## src/rtl/sprite_line_scanner.sv

```systemverilog
// rtl/sprite_line_scanner.sv - per-line sprite table scan into 4 slots, plus per-pixel hit descriptors.
module sprite_line_scanner #(
   parameter int NUM_ENTRIES = 32
) (
   input  logic        clk,
   input  logic        rst_n,
   input  logic        cfg_we,
   input  logic [4:0]  cfg_addr,
   input  logic [34:0] cfg_wdata,
   input  logic        frame_start,
   input  logic        line_start,
   input  logic [9:0]  line_y,
   input  logic        new_pixel,
   input  logic [9:0]  pixel_x,
   output logic [22:0] h0_out,
   output logic [22:0] h1_out,
   output logic [22:0] h2_out,
   output logic [22:0] h3_out,
   output logic        h_valid,
   output logic        scan_busy,
   output logic        line_overflow
);

   localparam int IW = $clog2(NUM_ENTRIES);

   typedef enum logic [1:0] {IDLE, SCAN, COMMIT} state_t;

   typedef struct packed {
      logic       valid;
      logic [4:0] level;
      logic [8:0] id;
      logic [9:0] x;
      logic [3:0] dy;
   } slot_t;

   logic [34:0]   table_q [NUM_ENTRIES];
   state_t        state_q;
   logic [IW-1:0] index_q;
   logic [9:0]    line_q;
   slot_t         pend_q [4];
   slot_t         act_q [4];
   logic [2:0]    pend_cnt_q;
   logic          pend_ovf_q;
   logic          ovf_q;
   logic [22:0]   h_q [4];
   logic          h_valid_q;

   logic [34:0] ent;
   logic [9:0]  ent_dy;
   logic        ent_match;

   // Entry under scan; a same-cycle config write is only visible next cycle.
   assign ent       = table_q[index_q];
   assign ent_dy    = line_q - ent[9:0];
   assign ent_match = ent[34] && (ent[33:25] != 9'd0) && (ent_dy[9:4] == 6'd0);

   always_ff @(posedge clk) begin
      if (!rst_n) begin
         for (int i = 0; i < NUM_ENTRIES; i++) table_q[i] <= '0;
      end else if (cfg_we) begin
         table_q[cfg_addr] <= cfg_wdata;
      end
   end

   always_ff @(posedge clk) begin
      if (!rst_n || frame_start) begin
         state_q    <= IDLE;
         index_q    <= '0;
         pend_cnt_q <= '0;
         pend_ovf_q <= 1'b0;
         ovf_q      <= 1'b0;
         for (int k = 0; k < 4; k++) begin
            pend_q[k] <= '0;
            act_q[k]  <= '0;
         end
         if (!rst_n) line_q <= '0;
      end else if (line_start) begin
         // Also restarts a scan in progress; active slots stay as they are.
         state_q    <= SCAN;
         line_q     <= line_y;
         index_q    <= '0;
         pend_cnt_q <= '0;
         pend_ovf_q <= 1'b0;
         for (int k = 0; k < 4; k++) pend_q[k] <= '0;
      end else begin
         case (state_q)
            SCAN: begin
               if (ent_match) begin
                  if (pend_cnt_q[2]) begin
                     pend_ovf_q <= 1'b1;
                  end else begin
                     pend_q[pend_cnt_q[1:0]] <= {1'b1, ent[24:20], ent[33:25], ent[19:10], ent_dy[3:0]};
                     pend_cnt_q <= pend_cnt_q + 3'd1;
                  end
               end
               index_q <= index_q + 1'b1;
               if (index_q == IW'(NUM_ENTRIES - 1)) state_q <= COMMIT;
            end
            COMMIT: begin
               for (int k = 0; k < 4; k++) act_q[k] <= pend_q[k];
               ovf_q   <= pend_ovf_q;
               state_q <= IDLE;
            end
            default: ;
         endcase
      end
   end

   logic [9:0] dx [4];
   logic       hit [4];
   logic       border [4];

   always_comb begin
      for (int k = 0; k < 4; k++) begin
         dx[k]     = pixel_x - act_q[k].x;
         hit[k]    = act_q[k].valid && (dx[k][9:4] == 6'd0);
         border[k] = (dx[k][3:0] == 4'd0) || (dx[k][3:0] == 4'd15) ||
                     (act_q[k].dy == 4'd0) || (act_q[k].dy == 4'd15);
      end
   end

   always_ff @(posedge clk) begin
      if (!rst_n) begin
         h_valid_q <= 1'b0;
         for (int k = 0; k < 4; k++) h_q[k] <= '0;
      end else begin
         h_valid_q <= new_pixel;
         if (new_pixel) begin
            for (int k = 0; k < 4; k++)
               h_q[k] <= hit[k] ? {act_q[k].level, act_q[k].id, dx[k][3:0], act_q[k].dy, border[k]} : 23'd0;
         end
      end
   end

   assign h0_out        = h_q[0];
   assign h1_out        = h_q[1];
   assign h2_out        = h_q[2];
   assign h3_out        = h_q[3];
   assign h_valid       = h_valid_q;
   assign scan_busy     = (state_q != IDLE);
   assign line_overflow = ovf_q;

endmodule

```

## config.mk

```make
export PLATFORM = sky130hd
export DESIGN_NAME = sprite_line_scanner
export DESIGN_NICKNAME = d
export VERILOG_FILES = /design/src/rtl/sprite_line_scanner.sv
export SDC_FILE = /design/constraint.sdc
export NUM_CORES = 2
export LEC_CHECK = 0
export BUFFER_PORTS_ARGS = -buffer_cell sky130_fd_sc_hd__buf_2
export CORE_MARGIN = 8
export CORE_UTILIZATION = 68
export CTS_CLUSTER_SIZE = 20
export DETAILED_ROUTE_END_ITERATION = 7
export GPL_TIMING_DRIVEN = 0
export HOLD_SLACK_MARGIN = 0.08
export PLACE_DENSITY = 0.83
export SETUP_SLACK_MARGIN = 0.05
export SYNTH_ARGS = -nofsm -noshare
export SYNTH_HDL_FRONTEND = slang
export SYNTH_SLANG_ARGS = --single-unit
export TNS_END_PERCENT = 30
```

## constraint.sdc

```tcl
create_clock -name clk -period 18.9 [get_ports clk]
set_input_delay 0.945 -clock clk [delete_from_list [all_inputs] [get_ports clk]]
set_output_delay 0.945 -clock clk [all_outputs]
set_load 0.1 [all_outputs]
```

Word-level counts from Yosys, hierarchy flattened
Memory sizes are Yosys's and may differ from the RTL's. A register that Yosys moved wholly into a read port is not among the register bits.
Cells that the tools add are included.
Widths: inputs -> output; s select.

storage, ports and cells
  bits in registers = 23
  bits in writable memories = 1444
  bits of input ports = 66
  logic and storage cells = 149
  memories kept = 4

operators by class
  add/subtract/negate cells = 7
  eq/ne operators = 14
  mux-type cells = 53
  bitwise logic cells = 14
  reduce and logical (&&, ||, !) cells = 48

memory list
  name     words  width  rd ports  clocked after Yosys merged registers in  write ports  line  source
  table_q  32     35     1         1                                        32           36    logic [34:0] table_q [NUM_ENTRIES];
  act_q    4      29     4         0                                        4            41    slot_t act_q [4];
  pend_q   4      29     4         0                                        4            40    slot_t pend_q [4];
  h_q      4      23     4         0                                        4            45    logic [22:0] h_q [4];

operator list
  kind                 count
  $mux 29              9
  $mux 23              8
  $sub 10x10->10       5
  $mux 35              1
  $reduce_or 35->1     1
  $eq 4x4->1 const B   8
  $logic_not 4->1      8
  $logic_not 6->1      5
  $mux 10              3
  $reduce_or 29->1     1
  $mux 1               25
  $mux 5               3
  $logic_or 1x1->1     13
  $or 1x1->1           12
  $reduce_and 2->1     5
  $reduce_bool 9->1    1
  $logic_and 1x1->1    6
  $reduce_and 3->1     2
  $reduce_bool 2->1    3
  $add 5x1->5 const B  1
  $eq 5x5->1 const B   1
  $mux 2               2
  $ne 2x2->1 const B   2
  $pmux 2 s2           1
  9 further kinds      10

Depth between registers and ports, before layout
  word-level depth = 10
  depth in mapped cells = 22
  gate-level depth less buffers = 14

Least setup slack after synthesis
Ideal clock, no wire load.

  path type = in2reg
  start point = input line_start
  end point = memory act_q[0][0] in the netlist's numbering (enable)
  library setup time = 753 ps
  arrival time = 9102 ps
  path slack = 9045 ps
  stages = 1
  buffers on the path = 0
  path through = o21ai_0

RTL lines
  what             line  source
  start, declared  11    input logic line_start,
  end, declared    41

==> out/results.txt <==
Avg Inst Size Synth = 15.59 sq um
Via density = 6.736
WL/cell = 31.77 um
Gpl congestion = 0.9569
Drc violations = 0
Die Span X = 327.3 um
Met2 Usage GRT = 53.13%
Clock Path Buffers = 3
Site row count = 114
Arrival time worst endpoint = 8.86 ns
Drt pass-1 iters = 7
Setup TNS Final = 0 ns
Largest net degree at the start of global routing = 70
Worst Tran Pin Value = 1.509 ns
Syn nets = 4,349
Unrepaired setup endpoints after global routing = no
Power Dens Cells = 95.94 nW/um^2
Drt first-iter violations = 6,449
Synth warn = 0
Yosys cell types = 56
Flop pwr share = 53.2%
Overall power = 7127 uW
Net Sw Power = 1667 uW
Leakage = 0.02594 uW
Synth async-reset ratio = 0%
Max-Slew Margin vs Limit = -3.490%
Core Area = 96,420 sq um
Core Util, Final = 77.04%
Top cell type by total area after synthesis = edfxtp_1
EDFF count, synth = 1,450
DP Cell Count = 5,705
Fin. Hold Viols = 0
Outcome = finished with violations
Cells after synthesis = 4,226
Synth-to-Final Area Change = 12.76%
Mapped cell area = 65,880 sq um
# hold bufs at CTS = 0
Share of cells above drive strength 1 = 18.47%
Comb power frac = 7.2%
Worst clock skew = 0.03566 ns
Yosys top cell area share = 66.09%
Initial Utilization = 68.32%
Ports = 161
Post_cts resized = 0
Worst-path maximum fanout = 28
All-Layer GR Usage = 35.29%
Placed Area = 69,660 sq um
Period Utilization, post-route = 44.85%
Post-route minimum period = 8.476 ns
CP Launch Type = register
Busiest metal layer after global routing = met2
Grt total ovfl = 0
Via Count = 40,370
Clk pin slew, worst setup/hold paths = 0.06 ns
CTS tree = done
Input/output buffers = 160
VDD IR-drop max = 0.07884 mV
Crit Path Class = register to register
Cell-internal power = 5460 uW
Final wirelength = 190,400 um
Nets@finish = 4,704
Final Max Slew Viols = 5
CTS buffer count = 149
Setup Fix Bufs, Post-CTS = 0
Die area = 107,100 sq um
GR Util met1 = 44.32%
Routed Antenna Nets = 0
FMAX = 118.0 MHz
Main synth FF type = edfxtp_1
Sw Ratio = 23.38%
Max cap viols = 2
Skew-Pair Late Insertion Delay = 0.78 ns
Layout Cells excl Fill = 5,994
First-pass GRT wire length = 270,800 um
Vias in the first global route = 40,220
Critical Path Sink Type = register
Clk pwr share = 39.6%
Die Ht = 327.3 um
Register bit count reported by yosys = 1,472
Root buffer cell = clkbuf_16
Critical path required time = 19.29 ns
Initial antenna violation count = 25
Top cells by area, synth = edfxtp_1 (66%), and2_1 (12%), mux4_2 (11%)
Met3 Usage GRT = 14.18%
Final instance area = 74,290 sq um
Failing checks = capacitance limit, slew limit
Final setup vio count = 0
Detailed Place HPWL = 128,700 um
# H-tree levels = 4
HP Class = register to register
Clock sinks = 1,472
Sequential share of the synthesized area = 66.76%
placed cells by master (no fill, tap or decap), drive strengths merged, types with 56 or more instances in the layout:
cell type  instances
and2            1247
buf              288
clkbuf           465
clkinv            56
edfxtp          1450
inv               71
mux2i             68
mux4             327
nand2            101
nor2             171
nor3              56
o21ai             62
flip-flops by register name, indices dropped and copies added, names as in the netlist, named ones only:
register	flops
act_q	116
state_q	2
h_valid	1
pend_q	116
pend_cnt_q	3
index_q	5
line_overflow	1
table_q	1120
pend_ovf_q	1
line_q	10
h_q	92
per-layer routing:
layer,wire length (um),vias to the layer above
met2,85000,3518
met5,129,-
li1,-,16220
met1,62150,19790
met3,30670,827
met4,12490,18
final timing paths:
| check | startpoint | cells past startpoint | to | slack, ns |
|---|---|---|---|---|
| setup / recovery | register | 19 | pend_q[2][24]$_SDFFCE_PN0P_ | 10.42 |
| hold / removal | state_q[0]$_SDFFE_PN0P_ | 2 | state_q[1]$_SDFFE_PP0P_ | 0.45 |
| setup reg to reg | register | 19 | pend_q[2][24]$_SDFFCE_PN0P_ | 10.42 |
| hold reg to reg | state_q[0]$_SDFFE_PN0P_ | 2 | state_q[1]$_SDFFE_PP0P_ | 0.45 |
logic make-up (layout without fill, tap and decap cells):
| logic type | Yosys count | in the layout | synth area share [%] |
|---|---|---|---|
| flops | 1472 | 1472 | 66.76 |
| compound gates | 133 | 133 | 1.181 |
| other cells | 0 | 19 | 0 |
| xor+xnor | 35 | 35 | 0.4653 |
| fa+ha+maj | 57 | 57 | 1.140 |
| buf+inv | 415 | 888 | 2.705 |
| mux | 399 | 399 | 12.29 |
| simple gates | 1715 | 1715 | 15.45 |
power groups by stage:
stage	sequential (uW)	combinational [uW]	clock, uW
final	3790	510	2820
after global routing	3800	525	2920
after CTS	3790	495	2800
after detailed placement	3860	489	0
after global placement	3870	444	0
after floorplan	3910	230	0
layout make-up:
class / instances / area, sq um
flip-flops and latches: 1472 / 43980
fillers: 5148 / 22140
multi-input cells: 2339 / 20500
clock buffers: 198 / 4038
repair buffers: 204 / 1819
well taps: 1276 / 1597
plain buffers: 351 / 1541
clock inverters: 71 / 524.3
inverters: 64 / 240.2
diodes: 19 / 47.55
metrics by stage:
stage / setup slack, ns / hold slack (ns)
floorplan: 9.045 / 0.4258
global placement: 6.082 / 0.4371
detailed placement: 10.72 / 0.4490
CTS: 10.68 / 0.4565
global route: 10.25 / 0.4830
finish: 10.42 / 0.4542
worst max-delay path, cell delays in order, from the launching register on:
cell and delay [ns]:
dfxtp_1 0.58, buf_2 0.51, buf_2 0.47, clkbuf_1 0.81, clkbuf_1 0.64, clkbuf_1 0.97
mux4_2 0.56, mux2_2 0.33, ha_1 0.22, fa_1 0.43, nor2b_1 0.17, o22ai_1 0.12
xnor2_1 0.15, a2111oi_0 0.44, nand4_1 0.15, a21oi_1 0.30, o211a_4 0.32, nand4_4 0.17
buf_6 0.21, nand2_2 0.48
cells in the mapped netlist, drive strengths merged, types with 4 or more instances:
cell and number:
edfxtp 1450, and2 1247, mux4 327, clkbuf 267
nor2 171, nand2 101, buf 84, mux2i 68
inv 64, o21ai 62, nor3 56, ha 52
nor4b 42, a21oi 34, nand3 23, dfxtp 22
xor2 18, nand4 17, xnor2 17, nor2b 14
nor4 9, a21o 6, a22oi 6, or4 6
fa 5, nand2b 5, o211ai 5, a2111oi 4
mux2 4, or3 4
Note: power is estimated with default switching activity, not from simulation.
